`config.mk`:
```
export PLATFORM = sky130hd
export DESIGN_NAME = serial_subtractor
export DESIGN_NICKNAME = d
export VERILOG_FILES = /design/src/rtl/arith_pkg.sv /design/src/rtl/digit_sub_slice.sv /design/src/rtl/serial_subtractor.sv
export SDC_FILE = /design/constraint.sdc
export NUM_CORES = 1
export LEC_CHECK = 0
export ABC_AREA = 1
export CORE_MARGIN = 4
export CORE_UTILIZATION = 56
export DETAILED_ROUTE_END_ITERATION = 8
export PLACE_DENSITY_LB_ADDON = 0.1
export SYNTH_ARGS = -nofsm -noshare
export SYNTH_HDL_FRONTEND = slang
export SYNTH_SLANG_ARGS = --single-unit
```
`constraint.sdc`:
```
create_clock -name clk -period 10.2 [get_ports clk]
set_input_delay 2.04 -clock clk [delete_from_list [all_inputs] [get_ports clk]]
set_output_delay 2.04 -clock clk [all_outputs]
set_load 0.005 [all_outputs]
```
`src/rtl/arith_pkg.sv`:
```
// Shared arithmetic-datapath definitions.
//   state_t   : sequencing states for the multi-cycle arithmetic blocks
//   cnt_width : width of a digit counter that counts 0 .. n-1 (at least 1 bit)
//   DEF_WIDTH / DEF_DIGIT : default operand width and digit size
package arith_pkg;

  typedef enum logic [1:0] {
    IDLE = 2'd0,
    RUN  = 2'd1,
    DONE = 2'd2
  } state_t;

  localparam int unsigned DEF_WIDTH = 32;
  localparam int unsigned DEF_DIGIT = 4;

  // A single-digit operation still needs a 1-bit counter so the port/reg
  // declarations stay legal.
  function automatic int unsigned cnt_width(input int unsigned n);
    return (n <= 1) ? 1 : $clog2(n);
  endfunction

endpackage

```
`src/rtl/digit_sub_slice.sv`:
```
// One DIGIT-bit subtract slice: d_d = a_d + ~b_d + cin, ripple-carry.
// Ports:
//   a_d  [DIGIT-1:0] in   minuend digit
//   b_d  [DIGIT-1:0] in   subtrahend digit (inverted internally)
//   cin              in   carry-in (inverted borrow)
//   d_d  [DIGIT-1:0] out  difference digit
//   cout             out  carry-out (inverted borrow)
module digit_sub_slice #(
  parameter int unsigned DIGIT = 4
) (
  input  logic [DIGIT-1:0] a_d,
  input  logic [DIGIT-1:0] b_d,
  input  logic             cin,
  output logic [DIGIT-1:0] d_d,
  output logic             cout
);

  logic [DIGIT:0] c;

  always_comb begin
    c    = '0;
    d_d  = '0;
    c[0] = cin;
    for (int unsigned i = 0; i < DIGIT; i++) begin
      d_d[i]  = a_d[i] ^ ~b_d[i] ^ c[i];
      c[i+1]  = (a_d[i] & ~b_d[i]) | (a_d[i] & c[i]) | (~b_d[i] & c[i]);
    end
  end

  assign cout = c[DIGIT];

endmodule

```
`src/rtl/serial_subtractor.sv`:
```
// Digit-serial two's-complement subtractor: diff = a - b - bin.
// One DIGIT-bit slice is reused WIDTH/DIGIT times, LSB digit first.
// Ports:
//   clk, rst            clock, asynchronous active-high reset
//   in_valid / in_ready operand handshake (a, b, bin sampled at acceptance)
//   out_valid/out_ready result handshake (diff, bout, overflow held in DONE)
//   busy                high while digits are being processed
module serial_subtractor
  import arith_pkg::*;
#(
  parameter int unsigned WIDTH = DEF_WIDTH,
  parameter int unsigned DIGIT = DEF_DIGIT
) (
  input  logic             clk,
  input  logic             rst,
  input  logic             in_valid,
  output logic             in_ready,
  input  logic [WIDTH-1:0] a,
  input  logic [WIDTH-1:0] b,
  input  logic             bin,
  output logic             out_valid,
  input  logic             out_ready,
  output logic [WIDTH-1:0] diff,
  output logic             bout,
  output logic             overflow,
  output logic             busy
);

  localparam int unsigned NDIG = WIDTH / DIGIT;
  localparam int unsigned CW   = cnt_width(NDIG);
  localparam logic [CW-1:0] LAST = CW'(NDIG - 1);

  if (DIGIT == 0 || (WIDTH % DIGIT) != 0) begin : g_bad_digit
    $error("serial_subtractor: WIDTH (%0d) must be a multiple of DIGIT (%0d)", WIDTH, DIGIT);
  end

  state_t           state_q;
  logic [WIDTH-1:0] a_q, b_q, diff_q;
  logic [CW-1:0]    cnt_q;
  logic             carry_q;
  logic             bout_q, ovf_q;
  logic             in_ready_q, out_valid_q, busy_q;

  logic [DIGIT-1:0] a_dig_d, b_dig_d, dig_d;
  logic             cout_d;

  assign a_dig_d = a_q[cnt_q*DIGIT +: DIGIT];
  assign b_dig_d = b_q[cnt_q*DIGIT +: DIGIT];

  digit_sub_slice #(.DIGIT(DIGIT)) u_slice (
    .a_d  (a_dig_d),
    .b_d  (b_dig_d),
    .cin  (carry_q),
    .d_d  (dig_d),
    .cout (cout_d)
  );

  always_ff @(posedge clk or posedge rst) begin
    if (rst) begin
      state_q     <= IDLE;
      a_q         <= '0;
      b_q         <= '0;
      diff_q      <= '0;
      cnt_q       <= '0;
      carry_q     <= 1'b0;
      bout_q      <= 1'b0;
      ovf_q       <= 1'b0;
      in_ready_q  <= 1'b1;
      out_valid_q <= 1'b0;
      busy_q      <= 1'b0;
    end else begin
      case (state_q)
        IDLE: begin
          if (in_valid) begin
            a_q        <= a;
            b_q        <= b;
            carry_q    <= ~bin;
            cnt_q      <= '0;
            in_ready_q <= 1'b0;
            busy_q     <= 1'b1;
            state_q    <= RUN;
          end
        end
        RUN: begin
          diff_q[cnt_q*DIGIT +: DIGIT] <= dig_d;
          carry_q <= cout_d;
          if (cnt_q == LAST) begin
            // The top digit is being written this cycle, so its MSB comes
            // straight from the slice rather than from diff_q.
            bout_q      <= ~cout_d;
            ovf_q       <= (a_q[WIDTH-1] ^ b_q[WIDTH-1]) & (dig_d[DIGIT-1] ^ a_q[WIDTH-1]);
            busy_q      <= 1'b0;
            out_valid_q <= 1'b1;
            state_q     <= DONE;
          end else begin
            cnt_q <= cnt_q + CW'(1);
          end
        end
        DONE: begin
          if (out_ready) begin
            out_valid_q <= 1'b0;
            in_ready_q  <= 1'b1;
            state_q     <= IDLE;
          end
        end
        default: begin
          state_q     <= IDLE;
          in_ready_q  <= 1'b1;
          out_valid_q <= 1'b0;
          busy_q      <= 1'b0;
        end
      endcase
    end
  end

  assign in_ready  = in_ready_q;
  assign out_valid = out_valid_q;
  assign busy      = busy_q;
  assign diff      = diff_q;
  assign bout      = bout_q;
  assign overflow  = ovf_q;

endmodule

```
==> results_dict.tcl <==
set metrics [dict create \
    htreeDepth 3 \
    gr-total-overflow 0 \
    rsz0062_at_grt "no" \
    power_mw 2.02 \
    cp_slowest_stage_delay_ps 910 \
    synthToLayoutAreaGrowth_pct 24.5 \
    cts_tree "built" \
    p_leak_nw 3.27 \
    drive_above_1_share 0.0589 \
    avgViaCountPerCell 5.08 \
    wl_per_cell_um 13.4 \
    io_buffer_count 105 \
    ys_ff_latch 107 \
    clock.fmax_ghz 0.234 \
    worstPathCellList "inv_1 -> nor2_1 -> nand3_1 -> nand2_1 -> inv_1 -> nand2_1 -> fa_1 -> inv_1 -> fa_1 -> fa_1 -> fa_1 -> nand2_1 -> nor2_1 -> nand3_1 -> nand2_1" \
    drc 0 \
    insertion_delay_ps 370 \
    drt_iter0_drc 178 \
    fin_util 0.712 \
    die_y_um 105 \
    first_pass_iters 5 \
    wl_um 11700 \
    grt_max_degree 128 \
    hpwl_um 8370 \
    final_common_cell "nand2_1" \
    worst_pin_slew_ps 1100 \
    yosysUniqueCellTypes 25 \
    track_usage 0.224 \
    cts.clk_slew.worst_paths_ps 100 \
    grt_pass1_vias 4258 \
    layout.cells.non_filler 875 \
    maxCapViolations 0 \
    critical_path_class "reg2reg" \
    slew_headroom 0.268 \
    fin_area_um2 6520 \
    antenna_found_initial 0 \
    synthesis.nets 746 \
    seq_area_frac_synth 0.512 \
    final_cell_mix "nand2_1 (253), dfrtp_1 (106), clkdlybuf4s50_1 (105)" \
    setup_violations 0 \
    grt_first_pass_wirelength_um 20100 \
    routed-via-count 4448 \
    seq_area_um2 2680 \
    post_cts_resized 0 \
    fin_crit_ps 4270 \
    avgSynthCellArea_um2 7.86 \
    finalClockSkew_ps 14.5 \
    cp_slowest_cell "dfrtp_1" \
    synthCells 666 \
    placed_area_um2 6290 \
    fillers 746 \
    path_max_fanout 20 \
    clock-sinks 107 \
    async_reset_ff_frac 1.00 \
    path_buf_inv 3 \
    fin_nets 839 \
    root_buffer "clkbuf_8" \
    final_max_slew_viol_count 0 \
    final_hold_viol_count 0 \
    synth_edf_count 0 \
    ios 106 \
    cp_top_family "adder cells" \
    power_density_nw_per_um2 310 \
    synth_area_um2 5240 \
    gp_congestion 0.800 \
    worstSetupEndpointType "flop" \
    synth_ff_type "dfrtp_1" \
    setup_tns_ps 0 \
    rows 35 \
    post_cts_buffers 0 \
    numCtsBuffers 9 \
    outcome "finished, final reports clean" \
    worstPathArrival_ps 4570 \
    post-route-period-util 0.419 \
    initial_core_util 0.572 \
    die_area_um2 11000 \
    ys_warn_count 0 \
    ant_nets 0 \
    cts_buffer_depth 2 \
    startpoint_type "flop" \
    place_inst 859 \
    hold_class "reg2reg" \
    cp.required_ps 10510 \
    core_area_um2 9150 \
    diodes 0 \
    cts_hold_buf 0 \
    die_x_um 105 \
    multi_input_area_um2 2060 \
    irDropWorstVdd_mv 0.177 \
]
[metrics by stage]
stage / hold WS, ps / setup slack [ps]
floorplan: 441 / 5340
global placement: 454 / 6070
detailed placement: 464 / 6060
CTS: 478 / 6020
global route: 489 / 5670
finish: 473 / 5930
[final timing paths]
path                       startpoint  slack, ps  endpoint  depth (start not counted)
max                          cnt_q[1]       5930  diff[27]                         15
min                          in_ready        470  in_ready                          2
max reg2reg                  cnt_q[1]       5930  diff[27]                         15
min reg2reg                  in_ready        470  in_ready                          2
max in group asynchronous         rst       6940   a_q[23]                          3
min in group asynchronous         rst       2100   a_q[10]                          2
[synthesized netlist by cell type, drive strengths merged, types with 4 or more instances]
master	number	area, um2
buf	19	128
nand3	61	305
clkbuf	6	22.5
dfrtp	106	2650
nand2	259	997
o21ai	82	448
fa	4	80.1
nor2	28	130
ha	7	87.6
inv	90	340
[kinds of logic after synthesis]
kind of cell	after synthesis	share of synthesized area
AOI/OAI and AO/OA	82	0.0856
adders and majority gates	11	0.0320
buffers and inverters	116	0.0944
DFF	107	0.512
and+or+nand+nor	350	0.276
[final cells by class]
| class | count | share of cell area |
|---|---|---|
| flip-flops and latches | 107 | 0.411 |
| clock buffers | 11 | 0.0217 |
| well taps | 111 | 0.0213 |
| repair buffers | 107 | 0.164 |
| clock inverters | 5 | 0.0129 |
| inverters | 91 | 0.0532 |
| multi-input cells | 443 | 0.316 |
[layer usage]
| metal | GRT usage | routed length, um |
|---|---|---|
| met5 | 0 | 0 |
| met4 | 0.0656 | 193 |
| met3 | 0.0439 | 666 |
| met2 | 0.365 | 5590 |
| met1 | 0.307 | 5260 |
[worst min-delay path, stage by stage (launching register included)]
cell and delay, ps:
dfstp_2 380, nand2_1 60, nand2_1 40
[sequential cells by signal (all words and copies together), names as in the netlist, 2 cells and up]
name	count
a_q	32
b_q	32
cnt_q	3
diff	32
state_q	2
[report_power, final]
part	switching [mW]	internal (mW)
Sequential	0.0868	0.605
Combinational	0.645	0.397
Clock	0.142	0.146
(Power assumes the default switching activity.)
